**src/rtl/mem_access_unit.sv**
```systemverilog
// Memory access unit: turns load/store requests from a multicycle controller
// into one word-aligned bus transaction, with alignment check and ack timeout.
module mem_access_unit #(
  parameter int unsigned N       = 32,
  parameter int unsigned TIMEOUT = 15
) (
  input  logic         clk,
  input  logic         rst,
  input  logic         mem_read,
  input  logic         mem_write,
  input  logic [N-1:0] addr,
  input  logic [N-1:0] wdata,
  output logic [N-1:0] rdata,
  output logic         busy,
  output logic         done,
  output logic         err,
  output logic         bus_req,
  output logic         bus_we,
  output logic [N-1:0] bus_addr,
  output logic [N-1:0] bus_wdata,
  input  logic         bus_ack,
  input  logic [N-1:0] bus_rdata
);

  localparam int unsigned CW = (TIMEOUT > 1) ? $clog2(TIMEOUT) : 1;

  typedef enum logic [1:0] {IDLE, REQ, DONE} state_t;

  state_t          state, state_n;
  logic [CW-1:0]   cnt, cnt_n;
  logic            we_q, we_n;
  logic [N-1:0]    addr_q, addr_n;
  logic [N-1:0]    wdata_q, wdata_n;
  logic [N-1:0]    rdata_n;
  logic            busy_n, done_n, err_n;
  logic            bus_req_n, bus_we_n;
  logic [N-1:0]    bus_addr_n, bus_wdata_n;

  // State and registered outputs; outputs are decoded from the next state so
  // they line up with the state they describe.
  always_ff @(posedge clk or negedge rst) begin
    if (!rst) begin
      state     <= IDLE;
      cnt       <= '0;
      we_q      <= 1'b0;
      addr_q    <= '0;
      wdata_q   <= '0;
      rdata     <= '0;
      busy      <= 1'b0;
      done      <= 1'b0;
      err       <= 1'b0;
      bus_req   <= 1'b0;
      bus_we    <= 1'b0;
      bus_addr  <= '0;
      bus_wdata <= '0;
    end else begin
      state     <= state_n;
      cnt       <= cnt_n;
      we_q      <= we_n;
      addr_q    <= addr_n;
      wdata_q   <= wdata_n;
      rdata     <= rdata_n;
      busy      <= busy_n;
      done      <= done_n;
      err       <= err_n;
      bus_req   <= bus_req_n;
      bus_we    <= bus_we_n;
      bus_addr  <= bus_addr_n;
      bus_wdata <= bus_wdata_n;
    end
  end

  // Next-state and next-output logic
  always_comb begin
    state_n = state;
    cnt_n   = cnt;
    we_n    = we_q;
    addr_n  = addr_q;
    wdata_n = wdata_q;
    rdata_n = rdata;
    err_n   = 1'b0;

    case (state)
      IDLE: begin
        if (mem_read || mem_write) begin
          we_n    = mem_write;
          addr_n  = addr;
          wdata_n = wdata;
          cnt_n   = '0;
          if (addr[1:0] != 2'b00) begin
            state_n = DONE;
            err_n   = 1'b1;
          end else begin
            state_n = REQ;
          end
        end
      end
      REQ: begin
        // An ack on the final wait cycle still completes the access cleanly.
        if (bus_ack) begin
          if (!we_q) rdata_n = bus_rdata;
          state_n = DONE;
        end else if (cnt == CW'(TIMEOUT - 1)) begin
          state_n = DONE;
          err_n   = 1'b1;
        end else begin
          cnt_n = cnt + CW'(1);
        end
      end
      DONE:    state_n = IDLE;
      default: state_n = IDLE;
    endcase

    busy_n      = (state_n == REQ);
    done_n      = (state_n == DONE);
    bus_req_n   = (state_n == REQ);
    bus_we_n    = (state_n == REQ) && we_n;
    bus_addr_n  = (state_n == REQ) ? (addr_n >> 2) : '0;
    bus_wdata_n = (state_n == REQ) ? wdata_n : '0;
  end

endmodule

```
**config.mk**
```make
export PLATFORM = sky130hd
export DESIGN_NAME = mem_access_unit
export DESIGN_NICKNAME = d
export VERILOG_FILES = /design/src/rtl/mem_access_unit.sv
export SDC_FILE = /design/constraint.sdc
export NUM_CORES = 1
export LEC_CHECK = 0
export ABC_AREA = 1
export CAP_MARGIN = 20
export CORE_UTILIZATION = 46
export DETAILED_ROUTE_END_ITERATION = 16
export PLACE_DENSITY = 0.8
export SETUP_SLACK_MARGIN = 0.2
export SLEW_MARGIN = 20
export SYNTH_ARGS = -nofsm -noshare
export SYNTH_HDL_FRONTEND = slang
export SYNTH_SLANG_ARGS = --single-unit
```
**constraint.sdc**
```tcl
create_clock -name clk -period 1.8 [get_ports clk]
set_input_delay 0.36 -clock clk [delete_from_list [all_inputs] [get_ports clk]]
set_output_delay 0.36 -clock clk [all_outputs]
set_load 0.005 [all_outputs]
```
==> results.ini, run 1 <==
[critical_path]
rr_startpoint=cnt[1]
cp.arrival_ns=1.84
critPathKind=reg -> reg
startpoint_type=flip-flop
required_ns=2.16
critPathLaunch=cnt[1]
cp_max_fo=21
end_kind=flip-flop

[layout]
drive_gt1_share_pct=11.1
fin_util_pct=70.3
seq_area_mm2=0.00418
nets=975
antennaDiodeCount=0
fillers=1022
syn_to_final_growth_pct=46.7
multi_input_area_mm2=0.00158

[clock_tree]
cts-buffers-inserted=17
cts_tree=yes
cts_buffer_depth=2
clock_latency_ns=0.42
clock-sinks=167
htree_levels=4
path_clk_slew_ns=0.06
cts_root_buf=clkbuf_16

[floorplan]
initial_core_util_pct=48.0
coreArea_mm2=0.0129
dieArea_mm2=0.0139
std_cell_rows=41
die_h_um=118
die_x_um=118
io_pins=202

[yosys]
yosys_warnings=0
synth_top_area_cell=dfrtp_1
yosysSeqAreaShare_pct=67.7
synth_top_family_by_area=simple AND/OR/NAND/NOR gates
synthMostInstantiatedCell=nand2_1
syn_area_per_cell_um2=9.41
synth_cell_types=21
synth_cells=656
yosys-mux-area-fraction_pct=0
synthSimpleGateAreaFrac_pct=24.0
synthAdderAreaFrac_pct=0.405
synth_ff_type=dfrtp_1
synth_seq_cells=167
synth_area_leaders=dfrtp_1 (68%), nand2_1 (20%), nand3_1 (3.1%)
ys_top_cells_by_count=nand2_1 (328), dfrtp_1 (167), inv_1 (40)
synth_top_cell_area_share_pct=67.7
synth_compound_area_share_pct=0.871
async_reset_ff_share_pct=100
synth_area_mm2=0.00617
synth-xor-area-share_pct=0.142
synth-edff-count=0

[placed_design]
gp_congestion=0.800
io_buffers=199
hpwl_um=9640
dp_slack_ns=-0.00859

[power]
p_leak_uw=0.00530
clkPwrFrac_pct=30.6
totalPowerFinal_uw=11800
powerDensity_mw_per_mm2=1300
vdd_drop_max_v=0.000599
sequentialPowerShare_pct=43.9
p_sw_share_pct=28.8
pwr-share-comb_pct=25.5
p_int_uw=8380
power_switching_uw=3390

[timing]
finClkSkew_ns=0.00693
hold_viol=0
setup_viol=0
slew_violations=0
finalCriticalPeriod_ns=1.48
rsz0062_at_grt=no
max_freq_mhz=674
setup_ws_ns=0.317
fin_crit_sh_pct=82.4

[detailed_routing]
drtIter0Drc=265
routed_wl_um=14600
avgRoutedWirePerCell_um=13.8
drc=0
drt_first_pass_iters=5
final_antenna_net_count=0
viasPerCell=4.58
via_count=4844

[status]
status=complete, no violations

[grt]
grt_pass1_wl_um=23900
grt_usage_pct=22.2
grt_pass1_vias=4834
antenna_found_initial=0
grt-ovfl-total=0
grt_max_degree=51

[min_path]
hold_class=in -> async

[job]
cap_violations=0

## kinds of logic (layout without fill, tap and decap cells)
family / count (synthesis) / after routing
AOI/OAI and AO/OA: 7 / 7
adders and majority gates: 2 / 2
and+or+nand+nor: 376 / 376
other: 1 / 2
xor gates and xnor gates: 1 / 1
DFF: 167 / 167
buffers and inverters: 102 / 330
## cell type report
class                           count  area share [%]
Multi-Input combinational cell    388            17.4
Timing Repair Buffer              227            24.5
Inverter                           71            2.94
Sequential cell                   167            46.1
Clock inverter                     11            1.33
Clock buffer                       21            5.30
Tap cell                          172            2.38
## worst max-delay path: stages, from the launching register on
cell	delay (ns)
dfrtp_1	0.42
ha_1	0.19
nand3_1	0.16
nand3_2	0.13
o21ai_4	0.14
clkbuf_16	0.25
nand2_1	0.08
inv_2	0.04
## registers in the layout, indices dropped and copies added, names as in the netlist
register and flops:
err 1, cnt 4, rdata 32, bus_wdata 32, done 1, bus_we 1
bus_addr 30, addr_q 30, bus_req 1, we_q 1, state 2, wdata_q 32
## path summary, 6_finish.rpt
check / endpoint / slack [ns] / cells after the start
min in group clk: rdata[23] / 0.47 / 2
worst max register to register: bus_addr[1] / 0.32 / 7
max in group asynchronous: bus_wdata[3] / 0.72 / 3
worst max-delay path: bus_addr[1] / 0.32 / 7
worst min register to register: rdata[23] / 0.47 / 2
worst min-delay path: rdata[21] / 0.45 / 2
## power by group through the flow
stage | sequential, uW | combinational [uW] | clock (uW)
2_1_floorplan | 5240 | 1330 | 0
3_3_place_gp | 5210 | 3120 | 0
3_5_place_dp | 5260 | 3200 | 0
4_1_cts | 5180 | 2980 | 3680
5_1_grt | 5280 | 3370 | 3860
6_report | 5170 | 3000 | 3600
## routing by layer
layer	vias to the layer above	wire, um	global-route usage [%]	share of wire, %
met4	0	176	7.29	1.2
met3	15	1060	6.59	7.2
met2	178	7040	36.3	48
li1	2381	-	-	-
met1	2270	6320	28.4	43
met5	-	0	0	0
## stage by stage
step | TNS (ns) | cell area [um2] | hold WS, ns | cells
floorplan | 0 | 6180 | 0.0644 | 657
global placement | 0 | 8470 | 0.331 | 1013
detailed placement | -0.0272 | 8470 | 0.335 | 1013
CTS | 0 | 9010 | 0.468 | 1053
global route | 0 | 9060 | 0.481 | 1057
finish | 0 | 9060 | 0.452 | 1057
## timing repair
action,in CTS,in global routing
setup endpoints to repair,98,44
buffers inserted,7,3
hold buffers,1,0
gates resized for setup,98,1
pin swaps,0,1
hold endpoints to repair,46,0
cloned,0,1
## cells in the final DEF, fill, tap and decap left out, types with 2 or more instances in the layout
cell type | netlist | final
o21ai_0 | 3 | 3
nor2_1 | 4 | 3
clkdlybuf4s50_1 | 0 | 99
nand3_1 | 38 | 38
bufinv_16 | 0 | 2
inv_2 | 31 | 31
conb_1 | 1 | 2
inv_1 | 40 | 40
clkinv_2 | 0 | 4
or2_2 | 2 | 2
clkbuf_8 | 0 | 4
buf_4 | 7 | 17
clkbuf_16 | 0 | 18
nand2_1 | 328 | 328
dfrtp_1 | 167 | 167
ha_1 | 2 | 2
dlygate4sd2_1 | 0 | 98
clkinvlp_4 | 0 | 3
buf_12 | 0 | 9
o211ai_1 | 2 | 2
(Power assumes the default switching activity.)
==> run 2, diff against run 1 <==
==> constraint.sdc (replaced) <==
create_clock -name clk -period 1.5 [get_ports clk]
set_input_delay 0.3 -clock clk [delete_from_list [all_inputs] [get_ports clk]]
set_output_delay 0.3 -clock clk [all_outputs]
set_load 0.005 [all_outputs]
==> run 2 against run 1 <==
Clock power grew 31%; power grew 31%; sequential cell count is the same; non-clock buffer count grew 27; critical endpoint is now rdata[8]; highest routed layer unchanged; combinational power grew 45%; largest cell class unchanged.
==> results.ini, run 2 (same netlist as run 1, synthesis figures left out) <==
[status]
status=complete, no violations

[clock_tree]
path_clk_slew_ns=0.06
htree_levels=4
cts-buffers-inserted=17
cts_buffer_depth=2
clock_latency_ns=0.43
clock-sinks=167
cts_tree=yes
cts_root_buf=clkbuf_16

[detailed_routing]
drc=0
avgRoutedWirePerCell_um=15.5
drt_first_pass_iters=4
via_count=5146
routed_wl_um=16800
viasPerCell=4.75
drtIter0Drc=293
final_antenna_net_count=0

[timing]
finClkSkew_ns=0.00595
setup_viol=0
setup_ws_ns=0.0868
fin_crit_sh_pct=94.2
hold_viol=0
max_freq_mhz=708
slew_violations=0
finalCriticalPeriod_ns=1.41
fin_hold_ws_ns=0.269
rsz0062_at_grt=yes

[grt]
grt-ovfl-total=0
grt_usage_pct=23.9
grt_pass1_wl_um=25500
grt_pass1_vias=5023
antenna_found_initial=1
grt_max_degree=60

[placed_design]
dp_cells=1024
gp_congestion=0.821
placed_area_mm2=0.00859
io_buffers=199
dp_slack_ns=-0.234
hpwl_um=9960

[critical_path]
cp_slowest_cell=dfrtp_2
end_kind=flip-flop
startpoint_type=flip-flop
cp_max_fo=8
cp.arrival_ns=1.72
slowest_delay_ns=0.44
required_ns=1.81
path_cells=buf_12 -> nor2_4 -> buf_6 -> nand2_8 -> buf_12 -> nand2_1 -> nand2_1
critPathKind=reg -> reg

[layout]
final_common_cell=nand2_1
stdcell_area_mm2=0.00944
reg_top3=bus_wdata x32, rdata x32, wdata_q x32
final_cell_mix=nand2_1 (274), dfrtp_1 (166), clkdlybuf4s50_1 (99)
drive_gt1_share_pct=30.8
antennaDiodeCount=0
nets=1002
syn_to_final_growth_pct=52.8
layout.cells.non_filler=1084

[power]
powerDensity_mw_per_mm2=1630
totalPowerFinal_uw=15400
vdd_drop_max_v=0.000848
p_leak_uw=0.00531

[job]
cap_violations=0

[floorplan]
io_pins=202
initial_core_util_pct=48.0
dieArea_mm2=0.0139
die_x_um=118
std_cell_rows=41
coreArea_mm2=0.0129
die_h_um=118

[min_path]
hold_class=in -> async

[run 2: final timing paths]
check                           slack [ns]  cells past startpoint             to       from
max in group asynchronous             0.68                      3  bus_wdata[14]        rst
min in group clk                      0.43                      3    wdata_q[18]  wdata[18]
worst min-delay path                  0.27                      2    bus_addr[6]        rst
worst max register to register        0.09                      7       rdata[8]   state[1]
worst min register to register        0.47                      2      addr_q[5]  addr_q[5]
worst max-delay path                  0.09                      7       rdata[8]   state[1]
[run 2: layout make-up]
class / count / area (um2)
clock inverters: 6 / 136
clock buffers: 26 / 509
well taps: 172 / 215
multi-input cells: 388 / 1870
flip-flops and latches: 167 / 4180
repair buffers: 254 / 2250
fillers: 904 / 3440
inverters: 71 / 274
[run 2: metal layers]
layer	GRT usage, %	part of all wire (%)
met4	8.81	1.5
met1	30.4	41
met3	7.36	7.6
met5	0	0
met2	38.4	50
[run 2: critical path, delay by kind of cell, from the launching register on]
family / cells / cell delay [ns]
buf+inv: 3 / 0.48
flops: 1 / 0.44
simple gates: 4 / 0.38
[run 2: power by group]
group          switching [uW]  leakage [uW]  internal (uW)
registers                 607       0.00216           5750
logic                    2260       0.00284           2090
clock network            1700      0.000311           3010
total                    4560       0.00531          10800
[run 2: per-stage QoR]
step           TNS [ns]  utilization [%]
6_report              0             73.3
3_3_place_gp     -21.90             66.7
5_1_grt               0             73.3
2_1_floorplan         0                -
3_5_place_dp     -23.15             66.7
4_1_cts               0             70.0
[run 2: repair_timing]
item	CTS	global route
setup buffers	11	6
hold buffers	1	0
hold endpoints to repair	112	0
gates resized for setup	371	99
endpoints found under the setup margin	193	146
gates cloned	2	8
pin swaps	2	4
==> run 3, diff against run 2 <==
--- a/config.mk
+++ b/config.mk
@@ -9,6 +9,7 @@
 export CAP_MARGIN = 20
 export CORE_UTILIZATION = 46
 export DETAILED_ROUTE_END_ITERATION = 16
+export HOLD_SLACK_MARGIN = 0.05
 export PLACE_DENSITY = 0.8
 export SETUP_SLACK_MARGIN = 0.2
 export SLEW_MARGIN = 20
==> results of run 3 <==
Final layout, timing and power as in run 2 (identical DEF).
